[config.mk]
export PLATFORM = sky130hd
export DESIGN_NAME = div_arbiter
export DESIGN_NICKNAME = d
export VERILOG_FILES = /design/src/rtl/div_arbiter.sv
export SDC_FILE = /design/constraint.sdc
export NUM_CORES = 1
export LEC_CHECK = 0
export ABC_AREA = 1
export CORE_ASPECT_RATIO = 1.75
export CORE_MARGIN = 4
export CORE_UTILIZATION = 47
export CTS_CLUSTER_DIAMETER = 60
export DETAILED_ROUTE_END_ITERATION = 8
export PLACE_DENSITY = 0.87
export SYNTH_ARGS = -nofsm -noshare
export SYNTH_HDL_FRONTEND = slang
export SYNTH_SLANG_ARGS = --single-unit
[constraint.sdc]
create_clock -name clock -period 5.29 [get_ports clock]
set_clock_uncertainty 0.05 [all_clocks]
set_input_delay 1.058 -clock clock [delete_from_list [all_inputs] [get_ports clock]]
set_output_delay 1.058 -clock clock [all_outputs]
set_load 0.02 [all_outputs]
[src/rtl/div_arbiter.sv]
// Round-robin front end that shares one divider between NREQ clients.
// Latches the winner's operands, sequences start/ready and returns the result.
module div_arbiter #(
  parameter int NREQ    = 4,
  parameter int W       = 8,
  parameter int DRAIN   = 8,
  parameter int TIMEOUT = 15
) (
  input  logic              clock,
  input  logic              reset_n,
  input  logic [NREQ-1:0]   req_valid,
  output logic [NREQ-1:0]   req_ready,
  input  logic [NREQ-1:0]   req_signed,
  input  logic [NREQ*W-1:0] req_a,
  input  logic [NREQ*W-1:0] req_b,
  output logic [NREQ-1:0]   resp_valid,
  input  logic [NREQ-1:0]   resp_ready,
  output logic [W-1:0]      resp_q,
  output logic [W-1:0]      resp_r,
  output logic              resp_error,
  output logic              div_start,
  output logic              div_is_signed,
  output logic [W-1:0]      div_a,
  output logic [W-1:0]      div_b,
  input  logic              div_ready,
  input  logic              div_error,
  input  logic [W-1:0]      div_q,
  input  logic [W-1:0]      div_r
);

  // state   | meaning
  // S_DRAIN | wait DRAIN cycles so an un-reset divider can finish; requests ignored
  // S_IDLE  | round-robin arbitration, grant latches operands
  // S_ISSUE | one-cycle divider start
  // S_WAIT  | operands held, wait for div_ready or timeout
  // S_RESP  | result offered to the owner until it accepts

  localparam int PW = $clog2(NREQ);
  localparam int DW = $clog2(DRAIN + 1);
  localparam int TW = $clog2(TIMEOUT + 1);
  localparam logic [NREQ-1:0] ONE = 1;

  typedef enum logic [2:0] {S_DRAIN, S_IDLE, S_ISSUE, S_WAIT, S_RESP} state_t;

  state_t        state;
  logic [DW-1:0] dcnt;
  logic [TW-1:0] tcnt;
  logic [PW-1:0] ptr;
  logic [PW-1:0] owner;
  logic          drain_after;

  logic          gnt_found;
  logic [PW-1:0] gnt_idx;
  logic [PW-1:0] cand;

  always_comb begin
    gnt_found = 1'b0;
    gnt_idx   = '0;
    cand      = '0;
    for (int i = 1; i <= NREQ; i++) begin
      cand = PW'((int'(ptr) + i) % NREQ);
      if (!gnt_found && req_valid[cand]) begin
        gnt_found = 1'b1;
        gnt_idx   = cand;
      end
    end
  end

  assign req_ready = (state == S_IDLE && gnt_found) ? (ONE << gnt_idx) : '0;

  always_ff @(posedge clock or negedge reset_n) begin
    if (!reset_n) begin
      state         <= S_DRAIN;
      dcnt          <= '0;
      tcnt          <= '0;
      ptr           <= PW'(NREQ - 1);
      owner         <= '0;
      drain_after   <= 1'b0;
      resp_valid    <= '0;
      resp_q        <= '0;
      resp_r        <= '0;
      resp_error    <= 1'b0;
      div_start     <= 1'b0;
      div_a         <= '0;
      div_b         <= '0;
      div_is_signed <= 1'b0;
    end else begin
      div_start <= 1'b0;
      case (state)
        S_DRAIN: begin
          if (dcnt == DW'(DRAIN - 1)) begin
            dcnt  <= '0;
            state <= S_IDLE;
          end else begin
            dcnt <= dcnt + 1'b1;
          end
        end
        S_IDLE: begin
          if (gnt_found) begin
            owner         <= gnt_idx;
            div_a         <= req_a[gnt_idx*W +: W];
            div_b         <= req_b[gnt_idx*W +: W];
            div_is_signed <= req_signed[gnt_idx];
            div_start     <= 1'b1;
            state         <= S_ISSUE;
          end
        end
        S_ISSUE: begin
          tcnt  <= '0;
          state <= S_WAIT;
        end
        S_WAIT: begin
          if (div_ready) begin
            resp_q     <= div_q;
            resp_r     <= div_r;
            resp_error <= div_error;
            resp_valid <= ONE << owner;
            state      <= S_RESP;
          end else if (tcnt == TW'(TIMEOUT - 1)) begin
            // divider state is unknown after a lost op, so drain before reuse
            resp_q      <= '0;
            resp_r      <= '0;
            resp_error  <= 1'b1;
            drain_after <= 1'b1;
            resp_valid  <= ONE << owner;
            state       <= S_RESP;
          end else begin
            tcnt <= tcnt + 1'b1;
          end
        end
        S_RESP: begin
          if (resp_ready[owner]) begin
            resp_valid  <= '0;
            ptr         <= owner;
            drain_after <= 1'b0;
            dcnt        <= '0;
            state       <= drain_after ? S_DRAIN : S_IDLE;
          end
        end
        default: state <= S_DRAIN;
      endcase
    end
  end

endmodule

### After elaboration in Yosys (flattened, before gate mapping)

Index checks and enable logic that the tools add are counted.

* input bits: 96
* bits in registers: 55
* logic and storage cells: 110
* output and inout bits: 43

* muxes and demuxes: 47
* add/sub/neg operators: 6
* eq/ne operators: 13
* reduce and logical (&&, ||, !) cells: 20
* shift operators: 4
* order comparisons: 6

Operators with widths (number)
* $shiftx A32 B6 Y8: 2
* $mux W4: 7
* $mux W8: 3
* $pmux W4 S2: 3
* $lt A2 B3 Y1 const B: 6
* $mux W1: 17
* $mux W3: 5
* $pmux W3 S5: 1
* $bmux W1 S2: 6
* $ne A2 B2 Y1 const B: 6
* $add A4 B1 Y4 const B: 2
* $mux W2: 4
* $reduce_and A2 Y1: 4
* $reduce_and A4 Y1: 2
* $reduce_bool A2 Y1: 4
* $shl A1 B2 Y4 const A: 2
* $eq A3 B2 Y1 const B: 2
* $reduce_and A3 Y1: 2
* $add A2 B1 Y2 const B: 2
* $add A2 B2 Y2 const B: 2
* $eq A4 B3 Y1 const B: 1
* $eq A4 B4 Y1 const B: 1
* $logic_and A1 B1 Y1: 4
* $eq A3 B1 Y1 const B: 1
* other kinds (5): 7

### Logic depth before layout (Yosys ltp)

Gate-level depths: netlist of the first run.

* word-level depth: 15
* gate-level depth with buffers: 17
* gate-level depth less buffers: 15

### Worst setup path before layout of the first run

No wires, ideal clock.

* kind: input -> output
* start point: in req_valid[0]
* end point: out req_ready[2]
* data required time: 4.182 ns
* setup slack: 1.847 ns
* stages: 11
* arrival: 2.335 ns
* cell sequence: nand2_1 -> nand2_1 -> nand2_2 -> nand2_4 -> nor2_4 -> nand2_1 -> nor2_1 -> inv_2 -> nand2_4 -> buf_2 -> nor3_1

* longest elaborated chain between the ends: 14

RTL lines
* start, declared: RTL line 11 `input logic [NREQ-1:0] req_valid,`
* $bmux W1 S2: RTL line 62 `if (!gnt_found && req_valid[cand]) begin`
* $mux W1 (implied by the code): RTL line 62
* $mux W1: RTL line 62
* $logic_not A1 Y1: RTL line 62
* $logic_and A1 B1 Y1: RTL line 62
* $mux W1: RTL line 62
* $logic_not A1 Y1: RTL line 62
* $logic_and A1 B1 Y1: RTL line 62
* $mux W1: RTL line 62
* $logic_not A1 Y1: RTL line 62
* $logic_and A1 B1 Y1: RTL line 62
* $mux W2 / $mux W1 (equally long branches): RTL line 62
* $shl A1 B2 Y4 / $logic_and A1 B1 Y1 (equally long branches): RTL line 69 `assign req_ready = (state == S_IDLE && gnt_found) ? (ONE << gnt_idx) : '0;`
* $mux W4 *: RTL line 69
* end, declared: RTL line 12 `output logic [NREQ-1:0] req_ready,`

Every way passes the cells marked *; elsewhere a longest branch is shown, timed or not. The select of a mux whose other input is x is not followed.

### Final worst setup path of the first run

* start point: in req_valid[2]
* end point: out req_ready[1]

The elaborated chain is that of the path after synthesis.

==> results.py, run 1 <==
metrics = {
    "flow_run": {
        "drv_cap": 0,
    },
    "logic_synthesis": {
        "synth.distinct_cells": 41,
        "ys_async_sr_fraction_pct": 100,
        "ys_ff_latch": 55,
        "synth.most_common_cell": "nand2_1",
        "syn-instance-count": 435,
        "post-synth-top-area-fraction_pct": 39.6,
        "avgSynthCellArea_um2": 7.70,
        "synth_top_cells_by_area": "dfrtp_1, nand2_1, inv_1",
        "synth_area_mm2": 0.00335,
        "synth_seq_area_share_pct": 41.2,
        "synth-main-ff-cell": "dfrtp_1",
        "synth-edff-count": 0,
        "yosysTopAreaCell": "dfrtp_1",
        "yosys_warnings": 0,
        "netlist_top_cells_count": "nand2_1, inv_1, nand3_1",
        "syn_nets": 534,
    },
    "min_path": {
        "worstHoldPathType": "reg -> reg",
        "min_path_cells": 2,
    },
    "clocking": {
        "clk_latency_ps": 300,
        "cts_root_buf": "clkbuf_16",
        "cts.path.max_buffers": 2,
        "postCtsSetupRepairBufs": 0,
        "hold_buffers": 0,
        "cts_resized": 0,
        "clock_sinks": 55,
        "cts.clk_slew.worst_paths_ps": 60,
        "numCtsBuffers": 5,
        "cts_tree": "built",
        "h-tree-depth": 2,
    },
    "setup_path": {
        "worst_r2r_path_depth": 12,
        "critical_path_buf_inv_count": 3,
        "crit_slowest_cell": "clkdlybuf4s50_1",
        "cp-end-kind": "output port",
        "worstPathMaxFanout": 14,
        "cp.required_ps": 4180,
        "cp_common_cell": "nand2_1",
        "crit_chain": "clkdlybuf4s50_1 > inv_1 > nand2_1 > nand2_1 > o21ai_1 > nand4_1 > nand2_4 > nand2_1 > nor2_1 > clkdlybuf4s50_1",
        "path_class": "in -> out",
        "crit_arrival_ps": 3550,
        "slowest_delay_ps": 610,
        "cpLargestDelayFamily": "buffers and inverters",
        "startpoint_type": "primary input",
        "cp.depth": 10,
    },
    "final_layout": {
        "stdcell_count": 652,
        "layout-drive-gt1-share_pct": 7.57,
        "fillCellCount": 548,
        "area_growth_pct": 46.0,
        "layout.nets": 666,
        "diodes": 0,
        "final_area_mm2": 0.00489,
    },
    "timing": {
        "setup_tns_ps": 0,
        "min_period_ps": 4650,
        "hold_viol": 0,
        "tightest_slew_ps": 1050,
        "fin_crit_sh_pct": 88.0,
        "fmax_ghz": 0.215,
        "rsz0062_at_grt": "false",
        "setup_viol": 0,
        "maxSlewHeadroom_pct": 30.0,
        "maxSlewViolCount": 0,
    },
    "route": {
        "drt-total-wl_mm": 9.33,
        "vias_per_cell": 5.11,
        "antenna_left": 0,
        "wire_per_inst_um": 14.3,
        "vias": 3333,
        "drtIter0Drc": 196,
        "drt-pass1-iter-count": 4,
        "drc_errors": 0,
    },
    "pwr": {
        "ir_drop_mv": 0.449,
        "power-per-cell-area_mw_per_mm2": 623,
        "p_leak_nw": 2.36,
    },
    "floorplan": {
        "rows": 40,
        "ios": 139,
        "initial_utilization_pct": 48.5,
        "die_height_um": 120,
        "dieArea_mm2": 0.00859,
        "die_w_um": 71.8,
        "core_mm2": 0.00691,
    },
    "placement": {
        "dp_hpwl_mm": 7.41,
        "place_area_mm2": 0.00472,
        "portBuffers": 138,
        "dp.cells": 644,
        "gp_routability_congestion": 0.897,
    },
    "grt": {
        "grt_usage_pct": 22.7,
        "grt_max_degree": 56,
        "grt_pass1_vias": 3449,
        "antenna_found_initial": 0,
        "grt_pass1_wl_mm": 15.7,
        "grt.overflow.total": 0,
    },
    "run_status": {
        "run_status": "completed",
    },
}
[per-stage QoR]
stage | utilization, % | setup WS [ps] | hold slack (ps) | power, mW
floorplan | - | 1850 | 436 | 2.13
global placement | 68.4 | 765 | 413 | 2.60
detailed placement | 68.4 | 682 | 417 | 2.67
CTS | 70.8 | 655 | 439 | 3.07
global route | 70.8 | 367 | 460 | 3.31
finish | 70.8 | 635 | 438 | 3.05
[power breakdown]
part | internal (mW) | leakage [nW] | switching [mW] | total, mW
clock network | 0.226 | 0.0815 | 0.155 | 0.380
logic | 0.748 | 1.60 | 1.15 | 1.90
registers | 0.627 | 0.684 | 0.136 | 0.764
total | 1.60 | 2.36 | 1.44 | 3.05
[cells by family (layout without fill, tap and decap cells)]
| group | Yosys count | in the layout | synth area share, % |
|---|---|---|---|
| AND/OR/NAND/NOR | 226 | 226 | 31.4 |
| flip-flops | 55 | 55 | 41.2 |
| AO/OA/AOI/OAI | 56 | 56 | 13.3 |
| adder cells (fa/ha/maj) | 3 | 3 | 1.12 |
| buffers and inverters | 94 | 227 | 12.7 |
| XOR/XNOR | 1 | 1 | 0.262 |
[tightest hold or removal path, delay by kind of cell, from the launching register on]
kind	cells	cell delay [ps]
DFF	1	340
and+or+nand+nor	2	110
[worst paths after layout]
check	start	end	slack (ps)
max	req_valid[2]	req_ready[1]	640
min	div_a[0]	div_a[0]	440
max reg2reg	ptr[0]	div_b[4]	2430
min reg2reg	div_a[0]	div_a[0]	440
max in group asynchronous	reset_n	div_a[1]	3880
min in group asynchronous	reset_n	resp_r[2]	830
[final cells by class]
type	count	area, um^2	share of cell area, %
clock inverter	2	38.8	0.793
tap	84	105	2.15
sequential	55	1380	28.2
timing repair buffer	140	1390	28.5
inverter	79	302	6.17
clock buffer	6	129	2.64
multi-input combinational	286	1540	31.6
[registers in the layout (all words and copies together), names as in the netlist, 2 cells and up]
signal	flops
div_a	8
div_b	8
resp_q	8
resp_r	8
dcnt	4
resp_valid	4
tcnt	4
state	3
owner	2
ptr	2
[layer usage]
metal	track usage, %	vias to the layer above	routed length [um]
met2	42.2	108	5190
li1	-	1654	-
met1	24.2	1548	3330
met3	4.36	23	476
met4	9.65	0	340
met5	0	-	0
[layout by cell type, fill, tap and decap left out, drive strengths merged]
cell type      count
clkdlybuf4s50    137
nor2              20
o21ai             16
nand4              5
o2111ai            1
bufinv             1
dfstp              2
inv               78
a22oi              1
o211ai            12
o22ai              1
and3               1
o31ai              2
nor3               8
ha                 3
clkbuf             6
or2               12
nand2            125
xor2               1
dfrtp             53
clkinv             2
a21oi              6
a22o              16
buf                3
a21boi             1
nand3             55
Note: power is estimated with default switching activity, not from simulation.
==> run 2: changes to the inputs <==
--- a/config.mk
+++ b/config.mk
@@ -8,10 +8,10 @@
 export ABC_AREA = 1
 export CORE_ASPECT_RATIO = 1.75
 export CORE_MARGIN = 4
-export CORE_UTILIZATION = 47
+export CORE_UTILIZATION = 43
 export CTS_CLUSTER_DIAMETER = 60
 export DETAILED_ROUTE_END_ITERATION = 8
-export PLACE_DENSITY = 0.87
+export PLACE_DENSITY = 0.8
 export SYNTH_ARGS = -nofsm -noshare
 export SYNTH_HDL_FRONTEND = slang
 export SYNTH_SLANG_ARGS = --single-unit
==> constraint.sdc (replaced) <==
create_clock -name clock -period 4.87 [get_ports clock]
set_clock_uncertainty 0.05 [all_clocks]
set_input_delay 0.974 -clock clock [delete_from_list [all_inputs] [get_ports clock]]
set_output_delay 0.974 -clock clock [all_outputs]
set_load 0.02 [all_outputs]
==> run 2 against run 1 <==
  * Critical path depth unchanged
  * First-iteration DRC count fell by 22%
  * Total power is 6.6% higher
==> results.py, run 2 (synthesis results as in run 1) <==
metrics = {
    "run_status": {
        "run_status": "completed",
    },
    "final_layout": {
        "mostFrequentLayoutCell": "clkdlybuf4s50_1",
        "mostFrequentLayoutCells": "clkdlybuf4s50_1, nand2_1, inv_1",
        "final_area_mm2": 0.00488,
        "layout.nets": 667,
        "area_growth_pct": 45.8,
        "diodes": 0,
        "layout-drive-gt1-share_pct": 7.91,
    },
    "pwr": {
        "pwr-share-clk_pct": 11.2,
        "power-per-cell-area_mw_per_mm2": 665,
        "sequentialPowerShare_pct": 25.5,
        "combPwrFrac_pct": 63.3,
        "p_leak_nw": 2.36,
        "ir_drop_mv": 0.445,
        "p_switching_mw": 1.56,
        "p_int_mw": 1.69,
        "switching_share_pct": 47.9,
    },
    "setup_path": {
        "reg2reg_slack_ps": 2030,
        "worstPathMaxFanout": 14,
        "cp-end-kind": "output port",
        "worst_r2r_path_depth": 12,
        "cp.required_ps": 3850,
        "startpoint_type": "primary input",
        "path_class": "in -> out",
        "crit_arrival_ps": 3470,
    },
    "grt": {
        "grt_pass1_wl_mm": 14.8,
        "antenna_found_initial": 0,
        "grt_usage_pct": 20.4,
        "grt_pass1_vias": 3192,
        "grt.overflow.total": 0,
        "grt_max_degree": 56,
    },
    "route": {
        "drt-total-wl_mm": 9.12,
        "vias_per_cell": 5.02,
        "antenna_left": 0,
        "vias": 3300,
        "drc_errors": 0,
        "drt-pass1-iter-count": 5,
        "wire_per_inst_um": 13.9,
        "drtIter0Drc": 153,
    },
    "flow_run": {
        "drv_cap": 0,
    },
    "floorplan": {
        "die_height_um": 125,
        "dieArea_mm2": 0.00932,
        "initial_utilization_pct": 44.2,
        "ios": 139,
        "rows": 42,
        "die_w_um": 74.7,
        "core_mm2": 0.00757,
    },
    "timing": {
        "setup_viol": 0,
        "tightest_slew_ps": 1040,
        "maxSlewHeadroom_pct": 30.1,
        "hold_viol": 0,
        "setup_tns_ps": 0,
        "min_period_ps": 4490,
        "maxSlewViolCount": 0,
        "fin_crit_sh_pct": 92.2,
        "fmax_ghz": 0.223,
        "rsz0062_at_grt": "false",
    },
    "clocking": {
        "numCtsBuffers": 5,
        "cts_tree": "built",
        "cts.clk_slew.worst_paths_ps": 70,
        "cts_resized": 0,
        "clock_sinks": 55,
        "postCtsSetupRepairBufs": 0,
        "cts_root_buf": "clkbuf_16",
        "h-tree-depth": 2,
        "hold_buffers": 0,
        "cts.path.max_buffers": 2,
        "clk_latency_ps": 290,
    },
    "placement": {
        "dp_hpwl_mm": 7.33,
        "place_area_mm2": 0.00473,
        "portBuffers": 138,
        "gp_routability_congestion": 0.797,
    },
    "min_path": {
        "worstHoldPathType": "reg -> reg",
        "min_path_cells": 2,
    },
}
==> run 2: path summary, 6_finish.rpt <==
| check | start | to |
|---|---|---|
| max in group asynchronous | reset_n | resp_valid[3] |
| worst min-delay path | div_a[5] | div_a[5] |
| worst min register to register | div_a[5] | div_a[5] |
| min in group asynchronous | reset_n | tcnt[3] |
| worst max-delay path | req_valid[3] | req_ready[3] |
| worst max register to register | ptr[0] | div_a[1] |
==> run 2: final cells by class <==
cell class,count,area (um^2)
Clock buffer,5,125
Clock inverter,3,23.8
Fill cell,658,2690
Inverter,79,302
Multi-Input combinational cell,286,1540
Sequential cell,55,1380
Tap cell,88,110
Timing Repair Buffer,141,1400
==> run 2: layer usage <==
layer	share of wire, %	wire length, um	track usage (%)	vias to the layer above
li1	-	-	-	1661
met1	36	3250	21.8	1509
met2	55	4970	36.6	108
met3	6.2	567	5.25	22
met4	3.6	329	8.07	0
met5	0	0	0	-
==> run 2: power by group through the flow <==
stage	combinational, mW	clock, mW	sequential (mW)
finish	2.06	0.364	0.827
global route	2.28	0.396	0.854
CTS	2.08	0.373	0.826
detailed placement	2.07	0	0.831
global placement	2.02	0	0.821
floorplan	1.33	0	0.991
==> run 2: stage by stage <==
stage / worst slack (ps) / std cells / power, mW / utilization [%] / hold slack [ps]
5_1_grt: 138 / 657 / 3.53 / 64.5 / 460
3_5_place_dp: 393 / 649 / 2.91 / 62.5 / 419
2_1_floorplan: 1590 / 435 / 2.32 / - / 436
6_report: 381 / 657 / 3.25 / 64.5 / 434
3_3_place_gp: 492 / 649 / 2.84 / 62.5 / 413
4_1_cts: 387 / 657 / 3.28 / 64.5 / 435
==> run 2: critical path, cell delays in order <==
cell and delay, ps:
clkdlybuf4s50_1 480, inv_1 50, nand2_1 70, nand2_1 80, o21ai_1 200, nand4_1 450
nand2_4 330, nand2_1 120, nor2_1 100, clkdlybuf4s50_1 610
==> run 3: changes to the inputs <==
--- a/config.mk
+++ b/config.mk
@@ -7,11 +7,12 @@
 export LEC_CHECK = 0
 export ABC_AREA = 1
 export CORE_ASPECT_RATIO = 1.75
-export CORE_MARGIN = 4
+export CORE_MARGIN = 2
 export CORE_UTILIZATION = 43
 export CTS_CLUSTER_DIAMETER = 60
 export DETAILED_ROUTE_END_ITERATION = 8
 export PLACE_DENSITY = 0.8
+export RECOVER_POWER = 100
 export SYNTH_ARGS = -nofsm -noshare
 export SYNTH_HDL_FRONTEND = slang
 export SYNTH_SLANG_ARGS = --single-unit
==> run 3 against run 2 <==
  * The run now ends with max-capacitance violations, max-slew violations left
  * Combinational power fell by 4%
  * First-iteration DRC count rose by 24%
  * Setup slack improved by 78 ps
  * Register-to-register slack improved by 70 ps
  * Global-route usage rose by 1.2 points
  * Largest power group unchanged
==> results.py, run 3 (synthesis results as in run 1) <==
metrics = {
    "setup_path": {
        "worst_r2r_path_depth": 12,
        "r2r-start": "ptr[0]",
        "reg2reg_slack_ps": 2100,
        "crit_arrival_ps": 3390,
        "r2r_end": "div_b[2]",
        "cp.required_ps": 3850,
        "critPathCapture": "req_ready[1]",
        "critPathLaunch": "req_valid[2]",
        "worstPathMaxFanout": 23,
        "cp-end-kind": "output port",
        "startpoint_type": "primary input",
        "path_class": "in -> out",
    },
    "clocking": {
        "hold_buffers": 0,
        "cts.path.max_buffers": 2,
        "cts_tree": "built",
        "cts_root_buf": "clkbuf_16",
        "postCtsSetupRepairBufs": 0,
        "h-tree-depth": 2,
        "numCtsBuffers": 5,
        "cts_resized": 0,
        "cts.clk_slew.worst_paths_ps": 70,
        "clk_latency_ps": 300,
        "clock_sinks": 55,
    },
    "pwr": {
        "power-per-cell-area_mw_per_mm2": 659,
        "switching_share_pct": 47.9,
        "sequentialPowerShare_pct": 25.5,
        "ir_drop_mv": 0.379,
        "total_power_mw": 3.21,
        "pwr-share-clk_pct": 12.9,
        "p_switching_mw": 1.54,
        "p_leak_nw": 2.42,
        "combPwrFrac_pct": 61.6,
        "p_int_mw": 1.67,
    },
    "final_layout": {
        "final_area_mm2": 0.00487,
        "area_growth_pct": 45.6,
        "fillCellCount": 674,
        "layout.nets": 667,
        "fin_util_pct": 64.4,
        "layout-drive-gt1-share_pct": 6.68,
        "mostFrequentLayoutCells": "nand2_1, clkdlybuf4s50_1, inv_1",
        "mostFrequentLayoutCell": "nand2_1",
        "diodes": 0,
    },
    "timing": {
        "hold_viol": 0,
        "min_period_ps": 4410,
        "hold_slack_ps": 425,
        "tightest_slew_ps": 2890,
        "maxSlewHeadroom_pct": -92.4,
        "rsz0062_at_grt": "false",
        "fin_crit_sh_pct": 90.6,
        "setup_tns_ps": 0,
        "fmax_ghz": 0.227,
        "maxSlewViolCount": 56,
        "setup_viol": 0,
    },
    "route": {
        "vias": 3301,
        "drt-total-wl_mm": 8.95,
        "drc_errors": 0,
        "drt-pass1-iter-count": 4,
        "vias_per_cell": 5.02,
        "antenna_left": 0,
        "wire_per_inst_um": 13.6,
        "drtIter0Drc": 189,
    },
    "floorplan": {
        "die_w_um": 70.7,
        "core_mm2": 0.00757,
        "die_height_um": 121,
        "dieArea_mm2": 0.00854,
        "initial_utilization_pct": 44.2,
        "rows": 42,
        "ios": 139,
    },
    "grt": {
        "antenna_found_initial": 0,
        "grt_max_degree": 56,
        "grt.overflow.total": 0,
        "grt_usage_pct": 21.7,
        "grt_pass1_vias": 3248,
        "grt_pass1_wl_mm": 14.9,
    },
    "run_status": {
        "run_status": "complete, but fails checks",
        "failed_checks": "max-capacitance violations, max-slew violations",
    },
    "min_path": {
        "worstHoldPathType": "reg -> reg",
        "min_path_cells": 2,
        "hold_start": "div_a[3]",
    },
    "placement": {
        "portBuffers": 138,
        "dp_hpwl_mm": 7.06,
        "place_area_mm2": 0.00473,
        "gp_routability_congestion": 0.866,
    },
    "flow_run": {
        "drv_cap": 1,
    },
}
==> run 3: changes by cell type in the layout (fill, tap and decap cells not counted), sizes merged <==
cell | previous run | this run
clkinv | 3 | 2
dlygate4sd3 | 0 | 43
clkbuf | 5 | 7
bufinv | 0 | 1
clkdlybuf4s50 | 137 | 94
buf | 4 | 3
clkinvlp | 1 | 0
==> run 3: metal layers <==
layer  global-route usage, %  part of all wire (%)
met1                    23.9                    37
met2                    39.9                    56
met3                    4.75                   5.2
met4                    7.90                   2.4
met5                       0                     0
==> run 3: per-stage QoR <==
step	setup WS (ps)	instances
after floorplan	1590	435
after global placement	638	649
after detailed placement	582	649
after CTS	569	657
after global routing	222	657
final	459	657
==> run 3: worst min path at each step <==
| stage | end |
|---|---|
| after floorplan | dcnt[0] |
| after global placement | div_a[5] |
| after detailed placement | div_a[3] |
| after CTS | div_a[3] |
| after global routing | div_a[3] |
| final | div_a[3] |
==> run 3: power by group through the flow <==
stage	logic (mW)	registers, mW	clock network (mW)
floorplan	1.33	0.991	0
global placement	2.01	0.820	0
detailed placement	2.07	0.833	0
CTS	2.08	0.825	0.418
global route	2.18	0.852	0.439
finish	1.98	0.820	0.413
==> run 3: worst max-delay path, stage by stage <==
cell	delay [ps]
clkdlybuf4s50_1	420
nand2_1	70
nand2_1	90
nand2_1	140
nand2_4	70
nor2_1	180
nand2_1	80
nor2_1	140
inv_2	60
nand2_4	230
inv_1	180
nand2_1	150
nor2_1	50
clkdlybuf4s50_1	530
==> run 3: area by class of cell <==
type | instances | area [um^2] | area share [%]
inverter | 79 | 302 | 6.19
clock buffer | 6 | 129 | 2.64
multi-input combinational | 286 | 1520 | 31.2
clock inverter | 2 | 38.8 | 0.796
timing repair buffer | 141 | 1400 | 28.6
sequential | 55 | 1380 | 28.3
tap | 88 | 110 | 2.26
